[config.mk]
export PLATFORM = sky130hd
export DESIGN_NAME = input_conditioner
export DESIGN_NICKNAME = d
export VERILOG_FILES = /design/src/rtl/input_conditioner.sv
export SDC_FILE = /design/constraint.sdc
export NUM_CORES = 1
export LEC_CHECK = 0
export ABC_CLOCK_PERIOD_IN_PS = 1200
export BUFFER_PORTS_ARGS = -buffer_cell sky130_fd_sc_hd__buf_4
export CAP_MARGIN = 40
export CORE_AREA = 2 2 39 41
export CTS_CLUSTER_DIAMETER = 40
export DETAILED_ROUTE_END_ITERATION = 16
export DIE_AREA = 0 0 41 43
export GPL_ROUTABILITY_DRIVEN = 0
export PLACE_DENSITY = 0.4
export SLEW_MARGIN = 10
export SYNTH_ARGS = -nofsm -noshare
export SYNTH_HDL_FRONTEND = slang
export SYNTH_SLANG_ARGS = --single-unit
export TNS_END_PERCENT = 10
[constraint.sdc]
create_clock -name clk -period 1.2 [get_ports clk]
set_input_delay 0.12 -clock clk [delete_from_list [all_inputs] [get_ports clk]]
set_output_delay 0.12 -clock clk [all_outputs]
set_load 0.01 [all_outputs]
[src/rtl/input_conditioner.sv]
// Pad-side conditioner for one asynchronous pin: two-flop synchronizer, saturating
// stability-counter debounce, and registered one-cycle rise/fall strobes.
module input_conditioner #(
  parameter int counterwidth = 3,
  parameter int waittime     = 3
) (
  input  logic clk,
  input  logic reset,
  input  logic noisysignal,
  output logic conditioned,
  output logic positiveedge,
  output logic negativeedge
);

  // The counter saturates at waittime, so waittime must fit in counterwidth bits.
  if (waittime < 0 || waittime > (1 << counterwidth) - 1) begin : gIllegalWaittime
    $error("input_conditioner: waittime %0d does not fit in %0d counter bits",
           waittime, counterwidth);
  end

  localparam logic [counterwidth-1:0] waitCount = counterwidth'(waittime);

  logic                    sync0;
  logic                    sync1;
  logic [counterwidth-1:0] counter;

  always_ff @(posedge clk) begin
    if (reset) begin
      sync0        <= 1'b0;
      sync1        <= 1'b0;
      counter      <= '0;
      conditioned  <= 1'b0;
      positiveedge <= 1'b0;
      negativeedge <= 1'b0;
    end else begin
      sync0        <= noisysignal;
      sync1        <= sync0;
      positiveedge <= 1'b0;
      negativeedge <= 1'b0;
      // Debounce decisions use the pre-edge synchronized level.
      if (sync1 == conditioned) begin
        counter <= '0;
      end else if (counter == waitCount) begin
        conditioned  <= sync1;
        counter      <= '0;
        positiveedge <= sync1;
        negativeedge <= ~sync1;
      end else begin
        counter <= counter + 1'b1;
      end
    end
  end

endmodule

# Yosys cells after proc, flatten, opt, wreduce, memory -nomap -nowiden

Cells that the tools add are included.

Flip-flop bits (word level): 8

Bitwise logic cells: 3
$add $sub $neg: 1
Reduce and logical (&&, ||, !) cells: 3
Eq/ne operators: 2

Operators by type and width:

| cell                | number |
|---|---|
| $reduce_or 3->1     | 2 |
| $add 3x1->3 const B | 1 |
| $eq 3x2->1 const B  | 1 |
| $not 1->1           | 3 |
| $reduce_and 2->1    | 1 |
| $eq 1x1->1          | 1 |

# Logic depth before layout (Yosys ltp)

Gate-level depths: netlist of run 1.

Word-level depth: 3
Depth in mapped cells: 4
Mapped depth without buffers: 4

# Least setup slack after synthesis of run 1

OpenSTA, ideal clock, no wires.

Path type: register to register
From: register counter[0]
To: register negativeedge
Required time: 1.083 ns
Cell stages (with the launch flop): 4
Library setup time: 0.117 ns
Buffers on the path: 0
Setup slack: 0.145 ns
Data arrival time: 0.938 ns
Cells stage by stage: dfxtp_1 ha_1 ha_1 and4bb_2

Word-level cells in the longest chain between the ends: 3

RTL lines:

| item                      | line | source |
|---|---|---|
| start: declaration        | 25   | `logic [counterwidth-1:0] counter;` |
| start signal: assignment  | 49   | `counter <= counter + 1'b1;` |
| $eq 3x2->1                | 43   | `end else if (counter == waitCount) begin` |
| $not 1->1 (no line)       | n/a  |  |
| $reduce_or 3->1 (no line) | n/a  |  |
| end signal: assignment    | 47   | `negativeedge <= ~sync1;` |
| end: declaration          | 12   | `output logic negativeedge` |

No other way between the ends.
A chain may end at the register's enable or synchronous reset.

# Worst setup path after layout of run 1

From: register counter[0]
To: register conditioned

Word-level cells in the longest chain between the ends: 2

RTL lines:

| item                       | line | source |
|---|---|---|
| $eq 3x2->1                 | 43   |  |
| $reduce_and 2->1 (no line) | n/a  |  |
| end signal: assignment     | 44   | `conditioned <= sync1;` |
| end: declaration           | 10   | `output logic conditioned,` |

No other way between the ends.

==> metrics, run 1 <==
status complete, no violations; pre-CTS WS roughly 0.033 ns; async set-or-reset flop fraction in the synthesized netlist 0%; vias in the first global route between 150 and 200; Tcrit/Tclk final about nine tenths; FF/Latch Area 160 um^2; initial DRC count 3; Fill cells roughly 150; Seq pwr share a little under three fifths; met3 Usage GRT between 3 and 4%; Final Hold Vio Count 0; Final HPWL DP 336 um; final setup vio count 0; Avg Synthesized Cell Area between 10 and 15 um^2; antenna violations before repair 0; Clock Tree Root clkbuf_4; simple-gate share of the synthesized area 24.9%; post-route setup slack approximately 0.1 ns; worst path arrival time approximately 1.2 ns; crit end category flop; gr ovfl total 0; total of max-cap violations 0; Post-DP Area about 330 um^2; final WL ~430 um; Die X-Extent between 40 and 50 um; I/O pin cnt 6; Setup CP Type reg2reg; compound-cell area share of the yosys netlist 0%; Slew Limit Headroom approximately 80%; pwr dens 1350 nW/um^2; post-synthesis cell count 21; antenna viol nets, final 0; largest net degree at the start of global routing 9; Die Y-Extent between 40 and 50 um; switching share of power between 10% and 20%; worst-path maximum fanout 6; Post-CTS Hold Fix Bufs 0; most common cell in the netlist dfxtp_1; measured slew at the worst slew-check pin 0.300 ns; crit-path cells ha_1 > ha_2 > mux2i_1 > nor2_1; net count of the finished layout 36; GR Util met1 8.50%; worst hold slack roughly 0.085 ns; routed via count between 150 and 200; Layout Utilization between 20% and 30%; skew final approximately 0.0032 ns; site row count 14; Crit path depth 4; CP Buf/Inv Count 0; Internal Pwr Total slightly below 400 uW; synthesized-area fraction occupied by xor and xnor cells under 10%; Longest Clk Path Bufs 2; remaining routing DRC violations 0; post-synthesis sequential element count 8; Crit path max-delay family adder cells; Hold Crit Class in2reg; deepest level of the CTS H-tree 1; syn_nets 26; Area contributors post-synth dfxtp_1 (58%), and4bb_2 (9.0%), ha_1 (9.0%); post-synth top area cell dfxtp_1; Port Buf Inserts 5; first-pass GRT wire length approximately 770 um; CP Data Required Time around 1.3 ns; CORE AREA roughly 1400 um^2; DR pass1 iterations 2; CTS tree built; sw power 90.9 uW; postcts setup bufs 0; multi-input logic area ~120 um^2; Post-synth EDFFs 0; Area Growth Syn to Fin 29.9%; Logic pwr share roughly 3.1%; busiest grt layer met1; clock network fraction of total power between 40% and 50%; Seq/Total Area, Yosys around 58%; Pins Over Slew Limit 0; layout cells sized above 1 41.4%; Lkg Pwr between 0.0001 and 0.00015 uW; GR met2 Demand/Resource 8.44%; Synth cell types 10; CP startpoint kind flop; DR vias/cell ~4.0; Post-Syn Area about 280 um^2; yosys warns 0; top cells by count, synth dfxtp_1 (8), and4bb_2 (2), ha_1 (2), nor2b_1 (2), nor4_1 (2); CTS clk-pin slew, worst paths ~0.05 ns; Antenna Cells 0; share of the synthesized area in the top cell type 57.9%; Tmin final around 1.1 ns; Sink Count 8; # resized after CTS 0; fin area 359 um^2; ys flop type dfxtp_1; Synth Area in Adders around 9%; largest family of logic cells by synthesized area simple AND/OR/NAND/NOR gates; Clk Latency, worst-skew pair 0.24 ns; routed len/inst 9.53 um; mux contribution to synthesized area 3.62%; Slowest-stage cell, CP dfxtp_1; peak supply drop between 0.0004 and 0.0005 V; die area roughly 1800 um^2; GRT Util Overall 6.86%; worst reg2reg path depth 4; TritonCTS Buffers 3; Critical Path Max Stage Delay 0.34 ns; worst hold stages 2; RSZ-0062 raised after global routing no; maximum clock frequency just over 900 MHz; setup_tns 0 ns; Starting Density approximately 20%
[worst register-to-register path, delay by kind of cell (launching register included)]
family	cells	cell delay [ns]
fa+ha+maj	2	0.40
flops	1	0.34
mux	1	0.20
simple gates	1	0.05
[cell type report]
cell class | count | share of cell area, %
inverters | 1 | 1.05
repair buffers | 5 | 10.5
multi-input cells | 12 | 32.1
well taps | 16 | 5.57
clock buffers | 3 | 6.27
flip-flops and latches | 8 | 44.6
[placed cells by master, fill, tap and decap left out]
cell      n
dfxtp_1   8
buf_4     5
clkbuf_4  3
nor2b_1   2
nor4_1    2
and4bb_2  2
inv_1     1
xnor2_1   1
nor4b_2   1
mux2i_1   1
nor2_1    1
ha_1      1
ha_2      1
[cells by family (layout without fill, tap and decap cells)]
| family | after synthesis | count (layout) |
|---|---|---|
| mux | 1 | 1 |
| flops | 8 | 8 |
| fa+ha+maj | 2 | 2 |
| buf+inv | 1 | 9 |
| xor+xnor | 1 | 1 |
| simple gates | 8 | 8 |
[per-stage QoR]
step | total power, uW | std cells
after global routing | 510 | 45
after floorplan | 284 | 21
after detailed placement | 293 | 42
final | 484 | 45
after global placement | 293 | 42
after CTS | 496 | 45
[per-layer routing]
metal / up-vias / share of wire, %
met1: 84 / 46
met5: - / 0
met2: 3 / 49
met4: 0 / 0
met3: 0 / 4.4
li1: 93 / -
[worst paths after layout]
path	start	endpoint	slack [ns]
setup reg to reg	counter[0]	conditioned	0.10
hold reg to reg	sync0	sync1	0.43
hold / removal	noisysignal	sync0	0.08
setup / recovery	counter[0]	conditioned	0.10
[power by group through the flow]
stage | logic (uW) | registers [uW] | clock network [uW]
floorplan | 6.23 | 277 | 0
CTS | 15.1 | 272 | 209
finish | 14.8 | 272 | 196
detailed placement | 15.1 | 278 | 0
global placement | 14.7 | 278 | 0
global route | 16.8 | 273 | 221
[flip-flops by register name, indices dropped and copies added, names as in the netlist]
| name | flops |
|---|---|
| sync0 | 1 |
| negativeedge | 1 |
| conditioned | 1 |
| positiveedge | 1 |
| sync1 | 1 |
| counter | 3 |
Power figures use the tool's default switching activity.
==> run 2, diff against run 1 <==
- ABC_AREA: not set -> 1
- PLACE_DENSITY: 0.4 -> not set
- PLACE_DENSITY_LB_ADDON: not set -> 0.15
==> metrics, run 2 <==
most frequent cells in the layout dfxtp_1 (8), inv_1 (7), nor2_1 (5), buf_4 (5), clkbuf_4 (3); largest net degree at the start of global routing 5; Layout Utilization about a quarter; syn_nets 36; async set-or-reset flop fraction in the synthesized netlist 0%; Clock Tree Root clkbuf_4; FF/Latch Area between 150 and 200 um^2; Lkg Pwr approximately 0.00016 uW; Antenna Cells 0; layout cells sized above 1 28.2%; Avg Synthesized Cell Area ~9 um^2; Starting Density 20.3%; Final Hold Vio Count 0; CP startpoint kind flop; gr ovfl total 0; worst-path maximum fanout 3; simple-gate share of the synthesized area between 10% and 20%; worst reg2reg path depth 5; share of the synthesized area in the top cell type approximately 57%; Fill cells 160; largest reg by FF count counter; Post-Syn Area roughly 280 um^2; Port Buf Inserts 5; GRT Util Overall 6.75%; antenna violations before repair 0; total of max-cap violations 0; DR vias/cell about 3.7; Final HPWL DP about 330 um; # resized after CTS 0; Hold Crit Class in2reg; status complete, no violations; worst hold slack 0.0343 ns; postcts setup bufs 0; largest family of logic cells by synthesized area simple AND/OR/NAND/NOR gates; setup_tns 0 ns; post-synth top area cell dfxtp_1; Tmin final between 1 and 1.5 ns; post-route setup slack just under 0.08 ns; crit end category flop; CORE AREA 1380 um^2; initial DRC count 5; DR pass1 iterations 3; mux contribution to synthesized area 0%; most common cell after layout, fill and taps aside dfxtp_1; vias in the first global route ~170; Tcrit/Tclk final between 90% and 100%; ys flop type dfxtp_1; Slew Limit Headroom approximately 90%; most common cell in the netlist dfxtp_1; Longest Clk Path Bufs 2; CTS tree built; measured slew at the worst slew-check pin ~0.15 ns; CTS clk-pin slew, worst paths roughly 0.060 ns; routed via count between 200 and 250; TritonCTS Buffers 3; compound-cell area share of the yosys netlist 3.57%; remaining routing DRC violations 0; I/O pin cnt 6; max reg flops 3; RSZ-0062 raised after global routing no; pwr dens 1370 nW/um^2; net count of the finished layout 46; worst hold stages 2; deepest level of the CTS H-tree 1; die area about 1800 um^2; Pins Over Slew Limit 0; Area Growth Syn to Fin 28.6%; yosys warns 0; Die X-Extent 41 um; maximum clock frequency just under 900 MHz; multi-input logic area 90.1 um^2; post-synthesis sequential element count 8; skew final roughly 0.0022 ns; Post-synth EDFFs 0; Clk Latency, worst-skew pair approximately 0.25 ns; final setup vio count 0; top cells by count, synth dfxtp_1 (8), inv_1 (7), nor2_1 (5); final WL roughly 430 um; peak supply drop roughly 0.00045 V; Die Y-Extent about 43 um; worst path arrival time around 1.3 ns; Setup CP Type reg2reg; CP Data Required Time 1.39 ns; site row count 14; Post-CTS Hold Fix Bufs 0; Area contributors post-synth dfxtp_1 (57%), inv_1 (9.4%), ha_1 (8.9%); synthesized-area fraction occupied by xor and xnor cells 0%; Synth cell types 11; post-synthesis cell count 31; antenna viol nets, final 0; Synth Area in Adders 8.93%; Seq/Total Area, Yosys approximately 57%; routed len/inst 7.87 um; Sink Count 8; pre-CTS WS 0.0843 ns; first-pass GRT wire length about 650 um
## run 2: final cells by class
class | instances | share of cell area (%)
clock buffer | 3 | 6.25
inverter | 8 | 8.33
multi-input combinational | 15 | 25.0
sequential | 8 | 44.4
tap | 16 | 5.56
timing repair buffer | 5 | 10.4
## run 2: layer usage
| metal | global-route usage, % | vias to the layer above | part of all wire (%) |
|---|---|---|---|
| li1 | - | 111 | - |
| met1 | 5.52 | 86 | 42 |
| met2 | 8.13 | 5 | 51 |
| met3 | 4.71 | 2 | 6.2 |
| met4 | 10.0 | 0 | 0.92 |
| met5 | 0 | - | 0 |
## run 2: through the flow
step                power, uW  instances  cell area (um^2)
global placement          293         52               338
finish                    494         55               360
floorplan                 286         31               280
global route              528         55               360
CTS                       510         55               360
detailed placement        294         52               338
## run 2: where the power goes
part	internal (uW)	switching [uW]	leakage, uW
Clock	114	91.2	0.0000138
Combinational	7.80	7.65	0.0000802
Sequential	270	2.56	0.0000649
Total	392	101	0.000159
## run 2: critical path, stage by stage (launching register included)
cell	delay (ns)
dfxtp_1	0.31
ha_1	0.19
ha_1	0.20
inv_1	0.10
nand4_2	0.14
nor2_1	0.11
## run 2: path summary, 6_finish.rpt
kind,start,endpoint,slack [ns]
worst max-delay path,counter[0],counter[2],0.08
worst min-delay path,reset,sync1,0.03
worst max register to register,counter[0],counter[2],0.08
worst min register to register,sync0,sync1,0.41
## run 2: logic make-up after synthesis
group / count (synthesis)
and+or+nand+nor: 11
buffers and inverters: 8
DFF: 8
AOI/OAI and AO/OA: 2
adders and majority gates: 2
